`config.mk`:
```
export PLATFORM = sky130hd
export DESIGN_NAME = cv_alu_decode_stage
export DESIGN_NICKNAME = d
export VERILOG_FILES = /design/src/rtl/cv_alu_decode_stage.sv
export SDC_FILE = /design/constraint.sdc
export NUM_CORES = 1
export LEC_CHECK = 0
export ABC_AREA = 1
export CAP_MARGIN = 30
export CORE_MARGIN = 8
export CORE_UTILIZATION = 41
export DETAILED_ROUTE_END_ITERATION = 12
export GPL_TIMING_DRIVEN = 1
export PLACE_DENSITY = 0.71
export SLEW_MARGIN = 20
export SYNTH_ARGS = -nofsm -noshare
export SYNTH_HDL_FRONTEND = slang
export SYNTH_SLANG_ARGS = --single-unit
```
`constraint.sdc`:
```
create_clock -name clk -period 2.9 [get_ports clk]
set_clock_uncertainty 0.15 [all_clocks]
set_input_delay 0.87 -clock clk [delete_from_list [all_inputs] [get_ports clk]]
set_output_delay 0.87 -clock clk [all_outputs]
set_load 0.01 [all_outputs]
```
`src/rtl/cv_alu_decode_stage.sv`:
```
// cv_alu_decode_stage
// Registered decode stage for the CV32E40P custom ALU (0x2B), custom-immediate
// (0x5B) and immediate-branch (0x0B) instruction subset. It takes raw instruction
// words on a valid/ready handshake and presents the internal ALU operation code
// and operand fields one cycle later. A main register and a skid register keep
// the stage at full throughput under backpressure. Saturating counters track
// the entries the consumer accepts.
//
// Ports:
//   clk, rst                  rising-edge clock, synchronous active-high reset
//   in_valid/in_ready         instruction handshake (in_ready = skid not full)
//   in_instr[31:0]            raw instruction word
//   out_valid/out_ready       decoded-entry handshake
//   out_alu_op[6:0]           internal ALU operation code
//   out_rd/rs1/rs2/is3/is2    raw register/immediate field slices
//   out_cmp_imm, out_br_off   sign-extended compare immediate, B-type offset
//   out_use_imm/use_rs2/use_rd/ext_half/branch/illegal   decode flags
//   cnt_decoded, cnt_illegal  saturating counts of consumed entries
module cv_alu_decode_stage #(
    parameter int unsigned CNT_W = 16
) (
    input  logic             clk,
    input  logic             rst,
    input  logic             in_valid,
    output logic             in_ready,
    input  logic [31:0]      in_instr,
    output logic             out_valid,
    input  logic             out_ready,
    output logic [6:0]       out_alu_op,
    output logic [4:0]       out_rd,
    output logic [4:0]       out_rs1,
    output logic [4:0]       out_rs2,
    output logic [4:0]       out_is3,
    output logic [4:0]       out_is2,
    output logic [31:0]      out_cmp_imm,
    output logic [31:0]      out_br_off,
    output logic             out_use_imm,
    output logic             out_use_rs2,
    output logic             out_use_rd,
    output logic             out_ext_half,
    output logic             out_branch,
    output logic             out_illegal,
    output logic [CNT_W-1:0] cnt_decoded,
    output logic [CNT_W-1:0] cnt_illegal
);

    localparam int unsigned OP_W  = 7;
    localparam int unsigned HI_W  = 17;   // instr[31:15]
    localparam int unsigned REG_W = 5;

    localparam logic [6:0] OPC_ALU = 7'h2B;
    localparam logic [6:0] OPC_IMM = 7'h5B;
    localparam logic [6:0] OPC_BR  = 7'h0B;

    localparam logic [OP_W-1:0] ALU_ADD   = 7'b0011000;
    localparam logic [OP_W-1:0] ALU_SUB   = 7'b0011001;
    localparam logic [OP_W-1:0] ALU_ADDU  = 7'b0011010;
    localparam logic [OP_W-1:0] ALU_SUBU  = 7'b0011011;
    localparam logic [OP_W-1:0] ALU_ADDR  = 7'b0011100;
    localparam logic [OP_W-1:0] ALU_SUBR  = 7'b0011101;
    localparam logic [OP_W-1:0] ALU_ADDUR = 7'b0011110;
    localparam logic [OP_W-1:0] ALU_SUBUR = 7'b0011111;
    localparam logic [OP_W-1:0] ALU_ROR   = 7'b0100110;
    localparam logic [OP_W-1:0] ALU_BEXT  = 7'b0101000;
    localparam logic [OP_W-1:0] ALU_BEXTU = 7'b0101001;
    localparam logic [OP_W-1:0] ALU_BINS  = 7'b0101010;
    localparam logic [OP_W-1:0] ALU_BCLR  = 7'b0101011;
    localparam logic [OP_W-1:0] ALU_BSET  = 7'b0101100;
    localparam logic [OP_W-1:0] ALU_BREV  = 7'b1001001;
    localparam logic [OP_W-1:0] ALU_FF1   = 7'b0110110;
    localparam logic [OP_W-1:0] ALU_FL1   = 7'b0110111;
    localparam logic [OP_W-1:0] ALU_CNT   = 7'b0110100;
    localparam logic [OP_W-1:0] ALU_CLB   = 7'b0110101;
    localparam logic [OP_W-1:0] ALU_EXTS  = 7'b0111110;
    localparam logic [OP_W-1:0] ALU_EXT   = 7'b0111111;
    localparam logic [OP_W-1:0] ALU_EQ    = 7'b0001100;
    localparam logic [OP_W-1:0] ALU_NE    = 7'b0001101;
    localparam logic [OP_W-1:0] ALU_SLETS = 7'b0000110;
    localparam logic [OP_W-1:0] ALU_SLETU = 7'b0000111;
    localparam logic [OP_W-1:0] ALU_ABS   = 7'b0010100;
    localparam logic [OP_W-1:0] ALU_CLIP  = 7'b0010110;
    localparam logic [OP_W-1:0] ALU_CLIPU = 7'b0010111;
    localparam logic [OP_W-1:0] ALU_MIN   = 7'b0010000;
    localparam logic [OP_W-1:0] ALU_MINU  = 7'b0010001;
    localparam logic [OP_W-1:0] ALU_MAX   = 7'b0010010;
    localparam logic [OP_W-1:0] ALU_MAXU  = 7'b0010011;

    // Only the instruction bits that feed output fields are kept in the buffers.
    typedef struct packed {
        logic [HI_W-1:0]  hi;       // instr[31:15]
        logic [REG_W-1:0] rd;       // instr[11:7]
        logic [OP_W-1:0]  alu_op;
        logic             use_imm;
        logic             use_rs2;
        logic             use_rd;
        logic             ext_half;
        logic             branch;
        logic             illegal;
    } entry_t;

    entry_t dec_c;
    entry_t main_q, main_d;
    entry_t skid_q, skid_d;
    logic   main_vld_q, main_vld_d;
    logic   skid_vld_q, skid_vld_d;
    logic [CNT_W-1:0] cnt_dec_q, cnt_dec_d;
    logic [CNT_W-1:0] cnt_ill_q, cnt_ill_d;

    logic [6:0] opcode;
    logic [2:0] funct3;
    logic [6:0] funct7;
    logic [1:0] funct2;
    logic       accept_c;
    logic       consume_c;

    assign opcode = in_instr[6:0];
    assign funct3 = in_instr[14:12];
    assign funct7 = in_instr[31:25];
    assign funct2 = in_instr[31:30];

    // Instruction decode; anything unmatched falls through as illegal.
    always_comb begin
        dec_c          = '0;
        dec_c.hi       = in_instr[31:15];
        dec_c.rd       = in_instr[11:7];
        dec_c.alu_op   = ALU_ADD;
        dec_c.illegal  = 1'b1;
        case (opcode)
            OPC_ALU: begin
                if (funct3 == 3'b011) begin
                    dec_c.illegal = 1'b0;
                    dec_c.use_rs2 = 1'b1;
                    case (funct7)
                        7'h18: dec_c.alu_op = ALU_BEXT;
                        7'h19: dec_c.alu_op = ALU_BEXTU;
                        7'h1A: begin dec_c.alu_op = ALU_BINS; dec_c.use_rd = 1'b1; end
                        7'h1C: dec_c.alu_op = ALU_BCLR;
                        7'h1D: dec_c.alu_op = ALU_BSET;
                        7'h20: dec_c.alu_op = ALU_ROR;
                        7'h21: begin dec_c.alu_op = ALU_FF1; dec_c.use_rs2 = 1'b0; end
                        7'h22: begin dec_c.alu_op = ALU_FL1; dec_c.use_rs2 = 1'b0; end
                        7'h23: begin dec_c.alu_op = ALU_CLB; dec_c.use_rs2 = 1'b0; end
                        7'h24: begin dec_c.alu_op = ALU_CNT; dec_c.use_rs2 = 1'b0; end
                        7'h28: begin dec_c.alu_op = ALU_ABS; dec_c.use_rs2 = 1'b0; end
                        7'h29: dec_c.alu_op = ALU_SLETS;
                        7'h2A: dec_c.alu_op = ALU_SLETU;
                        7'h2B: dec_c.alu_op = ALU_MIN;
                        7'h2C: dec_c.alu_op = ALU_MINU;
                        7'h2D: dec_c.alu_op = ALU_MAX;
                        7'h2E: dec_c.alu_op = ALU_MAXU;
                        7'h30: begin
                            dec_c.alu_op   = ALU_EXTS;
                            dec_c.use_rs2  = 1'b0;
                            dec_c.ext_half = 1'b1;
                        end
                        7'h31: begin
                            dec_c.alu_op   = ALU_EXT;
                            dec_c.use_rs2  = 1'b0;
                            dec_c.ext_half = 1'b1;
                        end
                        7'h32: begin dec_c.alu_op = ALU_EXTS; dec_c.use_rs2 = 1'b0; end
                        7'h33: begin dec_c.alu_op = ALU_EXT;  dec_c.use_rs2 = 1'b0; end
                        7'h38: begin
                            dec_c.alu_op  = ALU_CLIP;
                            dec_c.use_rs2 = 1'b0;
                            dec_c.use_imm = 1'b1;
                        end
                        7'h39: begin
                            dec_c.alu_op  = ALU_CLIPU;
                            dec_c.use_rs2 = 1'b0;
                            dec_c.use_imm = 1'b1;
                        end
                        7'h3A: dec_c.alu_op = ALU_CLIP;
                        7'h3B: dec_c.alu_op = ALU_CLIPU;
                        7'h40: dec_c.alu_op = ALU_ADD;
                        7'h41: dec_c.alu_op = ALU_ADDU;
                        7'h42: dec_c.alu_op = ALU_ADDR;
                        7'h43: dec_c.alu_op = ALU_ADDUR;
                        7'h44: dec_c.alu_op = ALU_SUB;
                        7'h45: dec_c.alu_op = ALU_SUBU;
                        7'h46: dec_c.alu_op = ALU_SUBR;
                        7'h47: dec_c.alu_op = ALU_SUBUR;
                        default: dec_c.illegal = 1'b1;
                    endcase
                end
            end
            OPC_IMM: begin
                dec_c.illegal = 1'b0;
                dec_c.use_imm = 1'b1;
                case (funct3)
                    3'b000: begin
                        case (funct2)
                            2'b00:   dec_c.alu_op = ALU_BEXT;
                            2'b01:   dec_c.alu_op = ALU_BEXTU;
                            2'b10:   begin dec_c.alu_op = ALU_BINS; dec_c.use_rd = 1'b1; end
                            default: dec_c.illegal = 1'b1;
                        endcase
                    end
                    3'b001: begin
                        case (funct2)
                            2'b00:   dec_c.alu_op = ALU_BCLR;
                            2'b01:   dec_c.alu_op = ALU_BSET;
                            2'b11:   dec_c.alu_op = ALU_BREV;
                            default: dec_c.illegal = 1'b1;
                        endcase
                    end
                    3'b010: begin
                        dec_c.use_rs2 = 1'b1;
                        case (funct2)
                            2'b00: dec_c.alu_op = ALU_ADD;
                            2'b01: dec_c.alu_op = ALU_ADDU;
                            2'b10: dec_c.alu_op = ALU_ADDR;
                            2'b11: dec_c.alu_op = ALU_ADDUR;
                        endcase
                    end
                    3'b011: begin
                        dec_c.use_rs2 = 1'b1;
                        case (funct2)
                            2'b00: dec_c.alu_op = ALU_SUB;
                            2'b01: dec_c.alu_op = ALU_SUBU;
                            2'b10: dec_c.alu_op = ALU_SUBR;
                            2'b11: dec_c.alu_op = ALU_SUBUR;
                        endcase
                    end
                    default: dec_c.illegal = 1'b1;
                endcase
            end
            OPC_BR: begin
                if (funct3 == 3'b110 || funct3 == 3'b111) begin
                    dec_c.illegal = 1'b0;
                    dec_c.branch  = 1'b1;
                    dec_c.use_imm = 1'b1;
                    dec_c.alu_op  = funct3[0] ? ALU_NE : ALU_EQ;
                end
            end
            default: ;
        endcase
        // Illegal entries are forwarded as a flag-free ADD.
        if (dec_c.illegal) begin
            dec_c.alu_op   = ALU_ADD;
            dec_c.use_imm  = 1'b0;
            dec_c.use_rs2  = 1'b0;
            dec_c.use_rd   = 1'b0;
            dec_c.ext_half = 1'b0;
            dec_c.branch   = 1'b0;
        end
    end

    assign accept_c  = in_valid && !skid_vld_q;
    assign consume_c = main_vld_q && out_ready;

    // Main/skid buffer next state and saturating counters.
    always_comb begin
        main_d     = main_q;
        main_vld_d = main_vld_q;
        skid_d     = skid_q;
        skid_vld_d = skid_vld_q;
        cnt_dec_d  = cnt_dec_q;
        cnt_ill_d  = cnt_ill_q;
        if (consume_c) begin
            // A full skid blocks accept, so refill from skid takes priority.
            if (skid_vld_q) begin
                main_d     = skid_q;
                skid_vld_d = 1'b0;
            end else if (accept_c) begin
                main_d = dec_c;
            end else begin
                main_vld_d = 1'b0;
            end
            if (cnt_dec_q != {CNT_W{1'b1}}) begin
                cnt_dec_d = cnt_dec_q + CNT_W'(1);
            end
            if (main_q.illegal && (cnt_ill_q != {CNT_W{1'b1}})) begin
                cnt_ill_d = cnt_ill_q + CNT_W'(1);
            end
        end else if (accept_c) begin
            if (main_vld_q) begin
                skid_d     = dec_c;
                skid_vld_d = 1'b1;
            end else begin
                main_d     = dec_c;
                main_vld_d = 1'b1;
            end
        end
    end

    // State registers.
    always_ff @(posedge clk) begin
        if (rst) begin
            main_q     <= '0;
            main_vld_q <= 1'b0;
            skid_q     <= '0;
            skid_vld_q <= 1'b0;
            cnt_dec_q  <= '0;
            cnt_ill_q  <= '0;
        end else begin
            main_q     <= main_d;
            main_vld_q <= main_vld_d;
            skid_q     <= skid_d;
            skid_vld_q <= skid_vld_d;
            cnt_dec_q  <= cnt_dec_d;
            cnt_ill_q  <= cnt_ill_d;
        end
    end

    // Outputs are direct slices of the main register (hi = instr[31:15]).
    assign in_ready     = !skid_vld_q;
    assign out_valid    = main_vld_q;
    assign out_alu_op   = main_q.alu_op;
    assign out_rd       = main_q.rd;
    assign out_rs1      = main_q.hi[4:0];
    assign out_rs2      = main_q.hi[9:5];
    assign out_is2      = main_q.hi[9:5];
    assign out_is3      = main_q.hi[14:10];
    assign out_cmp_imm  = {{27{main_q.hi[9]}}, main_q.hi[9:5]};
    assign out_br_off   = {{19{main_q.hi[16]}}, main_q.hi[16], main_q.rd[0],
                           main_q.hi[15:10], main_q.rd[4:1], 1'b0};
    assign out_use_imm  = main_q.use_imm;
    assign out_use_rs2  = main_q.use_rs2;
    assign out_use_rd   = main_q.use_rd;
    assign out_ext_half = main_q.ext_half;
    assign out_branch   = main_q.branch;
    assign out_illegal  = main_q.illegal;
    assign cnt_decoded  = cnt_dec_q;
    assign cnt_illegal  = cnt_ill_q;

endmodule
```
==> flow_summary.json, run 1 <==
{
  "clock-sinks": 104,
  "fin_crit_ns": 2.74,
  "synthFlopType": "dfxtp_1",
  "die_w_um": 136,
  "synthCells": 877,
  "cts_tree": "done",
  "dp_hpwl_um": 13000,
  "setup_viol_count_final": 0,
  "synth.cell_area_mm2": 0.00590,
  "first_global_vias": 5626,
  "clkTransAtPathRegs_ns": 0.07,
  "cp_slowest_stage_delay_ns": 0.70,
  "dr.pass1.iters": 6,
  "diodes": 0,
  "viasPerCell": 4.90,
  "track_usage": 0.184,
  "fin_crit_sh": 0.945,
  "critPathSlowestCell": "dfxtp_1",
  "slew_headroom": 0.550,
  "crit_buf_inv": 1,
  "drt-initial-drc-count": 396,
  "cp.arrival_ns": 1.72,
  "fmax_mhz": 365,
  "port-buffer-count": 170,
  "hold_path_class": "flop to flop",
  "layout_common_cells": "nand2_1, clkdlybuf4s50_1, nor2_1",
  "critPathTopFamily": "flip-flops",
  "place.gp.congestion": 0.917,
  "peakVddDrop_uv": 237,
  "hold_ws_ns": 0.320,
  "ys_async_sr_fraction": 0,
  "grt_pass1_wl_um": 28000,
  "synth_edf_count": 0,
  "die_h_um": 136,
  "required_ns": 1.88,
  "crit_path_start_kind": "flop",
  "core.rowCount": 44,
  "ys_seq_area_frac": 0.353,
  "crit_path_end_kind": "primary output",
  "grt_max_degree": 58,
  "start_util": 0.412,
  "overflow": 0,
  "pin_count": 172,
  "root_buffer": "clkbuf_16",
  "fillerInstances": 1397,
  "wl_per_cell_um": 13.9,
  "cts_buffer_depth": 2,
  "final_util": 0.574,
  "drc": 0,
  "synth_cell_types": 39,
  "finalMaxSlewViolations": 0,
  "cp_cell_sequence": "clkdlybuf4s50_1",
  "cts_buffers": 9,
  "layout_commonest_cell": "nand2_1",
  "leakagePower_nw": 3.47,
  "wl_um": 17100,
  "ctsHtreeMaxLevel": 3,
  "dieArea_mm2": 0.0185,
  "ys_ff_latch": 104,
  "max-cap-violations": 0,
  "power_per_cell_area_mw_per_mm2": 420,
  "ant_nets": 0,
  "hold_violations": 0,
  "worst_slew_pin_slew_ns": 0.674,
  "nets": 1088,
  "core_mm2": 0.0143,
  "clk_latency_ns": 0.34,
  "syn_area_per_cell_um2": 6.73,
  "outcome": "finished, final reports clean",
  "ys_warn_count": 0,
  "crit_fanout": 21,
  "post_route_cells_drive_above_1_share": 0.136,
  "num_vias": 6027,
  "critPathKind": "flop to primary output",
  "antenna_found_initial": 0,
  "area_delta_synth_final_pct": 39.2,
  "rsz0062_at_grt": "false",
  "syn-num-nets": 923
}
path summary, 6_finish.rpt:
kind                       start         endpoint  slack (ns)  cells past startpoint
hold reg to reg       skid_q[13]        out_rd[0]        0.32                      2
setup reg to reg  cnt_illegal[0]  cnt_illegal[13]        0.72                     10
setup / recovery  out_br_off[12]   out_br_off[31]        0.16                      1
hold / removal        skid_q[13]        out_rd[0]        0.32                      2
metal layers:
layer	wire, um	global-route usage	share of wire	up-vias
met5	0	0	0	-
met4	193	0.0586	0.011	0
met3	720	0.0273	0.042	14
met2	8310	0.318	0.49	136
met1	7900	0.231	0.46	2738
li1	-	-	-	3139
synthesized netlist by cell type (2+ instances only):
cell type  instances  share of area
nand4_1           11          0.012
inv_1             64          0.041
a211oi_1           2         0.0025
ha_1              10          0.021
nand3_1           35          0.030
nor3_1            19          0.016
xor2_1             5         0.0074
o21a_1             2         0.0025
inv_2              7         0.0045
a21oi_2            7          0.010
nand3_2            2         0.0034
nor4_1             5         0.0053
clkbuf_1          29          0.018
o21ai_0           87          0.074
nor2_1           121          0.077
nor3b_1            7         0.0089
nor2_2             2         0.0021
buf_4             68          0.086
nand2_1          180           0.11
nand2_2           11          0.012
nor2_4             2         0.0038
buf_1              2         0.0013
dfxtp_1          104           0.35
a31oi_1           25          0.026
o211ai_1           5         0.0064
a21oi_1           51          0.043
o31ai_1            2         0.0025
worst reg2reg max path, delay by kind of cell, from the launching register on:
kind | cells | cell delay, ns
compound gates | 1 | 0.09
buf+inv | 2 | 0.23
simple gates | 6 | 0.98
fa+ha+maj | 1 | 0.21
flops | 1 | 0.42
metrics by stage:
step	setup WS (ns)	cells	TNS, ns	instance area, um^2	total power [mW]
floorplan	0.456	877	0	5900	1.94
detailed placement	-0.282	1213	-4.05	7880	2.27
CTS	0.0912	1228	0	8180	3.49
global placement	-0.288	1213	-4.30	7880	2.26
global route	0.00531	1230	0	8220	3.62
finish	0.161	1230	0	8220	3.45
cells by family after synthesis:
group                    Yosys count  share of synthesized area
AND/OR/NAND/NOR                  397                      0.286
AO/OA/AOI/OAI                    186                      0.176
buffers and inverters            174                      0.156
flip-flops                       104                      0.353
adder cells (fa/ha/maj)           10                     0.0212
XOR/XNOR                           5                    0.00742
other                              1                   0.000635
final cells by class:
type / count / area, um^2 / share of cell area
tap: 184 / 230 / 0.0280
inverter: 73 / 278 / 0.0338
clock buffer: 9 / 225 / 0.0274
clock inverter: 6 / 68.8 / 0.00838
timing repair buffer: 255 / 2400 / 0.292
sequential: 104 / 2080 / 0.253
multi-input combinational: 599 / 2930 / 0.357
state kept, by name, indices dropped and copies added, names as in the netlist:
register / count
skid_q: 35
out_use_rd: 1
out_use_imm: 1
cnt_illegal: 16
out_branch: 1
out_cmp_imm: 5
out_br_off: 7
out_valid: 1
cnt_decoded: 16
out_illegal: 1
out_alu_op: 7
out_rd: 5
skid_vld_q: 1
out_ext_half: 1
out_rs1: 5
out_use_rs2: 1
report_power, final:
| part | total, mW | internal, mW | leakage (nW) | switching [mW] |
|---|---|---|---|---|
| combinational | 0.704 | 0.371 | 2.47 | 0.333 |
| sequential | 1.53 | 1.49 | 0.847 | 0.0425 |
| clock | 1.22 | 0.673 | 0.148 | 0.544 |
| total | 3.45 | 2.53 | 3.47 | 0.919 |
what timing repair did:
action | in CTS | in global routing
endpoints found under the setup margin | 0 | 12
resized for setup | 0 | 10
hold buffers | 0 | 0
buffers inserted | 0 | 2
Power figures use the tool's default switching activity.
==> run 2, diff against run 1 <==
- CORE_MARGIN: 8 -> not set
==> flow_summary.json, run 2 (synthesis gave the netlist of run 1 again) <==
{
  "design_area_mm2": 0.00832,
  "leakagePower_nw": 3.53,
  "crit_path_end_kind": "flop",
  "pin_count": 172,
  "setup_viol_count_final": 0,
  "fillerInstances": 1380,
  "grt_max_degree": 54,
  "power_per_cell_area_mw_per_mm2": 427,
  "rsz0062_at_grt": "false",
  "ctsHtreeMaxLevel": 3,
  "wl_um": 16000,
  "num_vias": 6109,
  "outcome": "finished, final reports clean",
  "grt_pass1_wl_um": 26400,
  "layout_common_cells": "nand2_1, clkdlybuf4s50_1, nor2_1",
  "overflow": 0,
  "die_h_um": 122,
  "fin_total_pwr_mw": 3.55,
  "post_route_cells_drive_above_1_share": 0.141,
  "worst_slew_pin_slew_ns": 0.522,
  "layout_commonest_cell": "nand2_1",
  "fin_crit_sh": 0.949,
  "largest_reg_flops": 35,
  "start_util": 0.422,
  "core_mm2": 0.0140,
  "place.gp.congestion": 0.927,
  "cts_buffers": 9,
  "finalMaxSlewViolations": 0,
  "drc": 0,
  "port-buffer-count": 170,
  "root_buffer": "clkbuf_16",
  "setup-tns-final_ns": 0,
  "clkTransAtPathRegs_ns": 0.07,
  "core.rowCount": 43,
  "nets": 1098,
  "place_area_mm2": 0.00797,
  "die_w_um": 122,
  "critPathKind": "primary input to flop",
  "hold_violations": 0,
  "crit_fanout": 9,
  "track_usage": 0.222,
  "cp.arrival_ns": 2.89,
  "dieArea_mm2": 0.0149,
  "area_delta_synth_final_pct": 40.9,
  "drt-initial-drc-count": 425,
  "diodes": 0,
  "fmax_mhz": 363,
  "postCtsHoldBufs": 0,
  "wl_per_cell_um": 12.9,
  "hold_ws_ns": 0.317,
  "ant_nets": 0,
  "fin_crit_ns": 2.75,
  "dp_hpwl_um": 12100,
  "hold_path_class": "flop to flop",
  "viasPerCell": 4.94,
  "antenna_found_initial": 0,
  "cts_tree": "done",
  "dr.pass1.iters": 5,
  "clock-sinks": 104,
  "max-cap-violations": 0,
  "required_ns": 3.04,
  "cts_buffer_depth": 2,
  "largest-register": "skid_q",
  "first_global_vias": 5365,
  "crit_path_start_kind": "primary input",
  "peakVddDrop_uv": 322,
  "slew_headroom": 0.651,
  "clk_latency_ns": 0.35
}
[run 2: cell types whose count changed in the layout (fill, tap and decap cells not counted), moves of 2 or more]
cell      delta
buf_4        +9
clkbuf_1     +2
clkinv_2     -2
o21ai_0      +2
o21ai_1      -2
[run 2: cell type report]
cell class              instances  area [um^2]  area share
clock inverters                 5         87.6      0.0105
flip-flops and latches        104         2080       0.250
multi-input cells             599         2920       0.351
repair buffers                265         2490       0.299
clock buffers                  11          233      0.0280
well taps                     180          225      0.0271
inverters                      73          278      0.0334
[run 2: worst max-delay path, stage by stage]
cell and delay (ns):
clkdlybuf4s50_1 0.42, nor2_1 0.43, o211ai_1 0.24, nand2_1 0.15, nor2_1 0.06, nand3_2 0.07
nand2_2 0.07, a21oi_4 0.14, buf_12 0.14, nand2_2 0.05, nand2_1 0.05, nand2_1 0.06
a21oi_2 0.12
[run 2: final timing paths]
kind              slack (ns)      startpoint  cells after the start              end
setup / recovery        0.15    in_instr[27]                     13    out_alu_op[0]
hold / removal          0.32   out_alu_op[3]                      2    out_alu_op[3]
setup reg to reg        0.78  cnt_illegal[0]                     11  cnt_illegal[14]
hold reg to reg         0.32   out_alu_op[3]                      2    out_alu_op[3]
[run 2: power breakdown]
part | internal (mW) | total (mW) | switching (mW)
logic | 0.381 | 0.715 | 0.334
clock network | 0.767 | 1.31 | 0.546
registers | 1.49 | 1.52 | 0.0360
[run 2: timing repair]
| item | 4_1_cts | 5_1_grt |
|---|---|---|
| endpoints found under the setup margin | 0 | 11 |
| resized for setup | 0 | 7 |
| setup buffers | 0 | 2 |
[run 2: routing by layer]
| layer | vias up | part of all wire | GRT usage |
|---|---|---|---|
| li1 | 3164 | - | - |
| met1 | 2774 | 0.48 | 0.306 |
| met2 | 152 | 0.46 | 0.354 |
| met3 | 19 | 0.044 | 0.0314 |
| met4 | 0 | 0.013 | 0.0679 |
| met5 | - | 0 | 0 |
[run 2: stage by stage]
| step | cells | util | setup WS (ns) |
|---|---|---|---|
| floorplan | 877 | - | 0.456 |
| global placement | 1219 | 0.569 | -0.230 |
| detailed placement | 1219 | 0.569 | -0.254 |
| CTS | 1235 | 0.592 | 0.102 |
| global route | 1237 | 0.595 | 0.0117 |
| finish | 1237 | 0.595 | 0.147 |
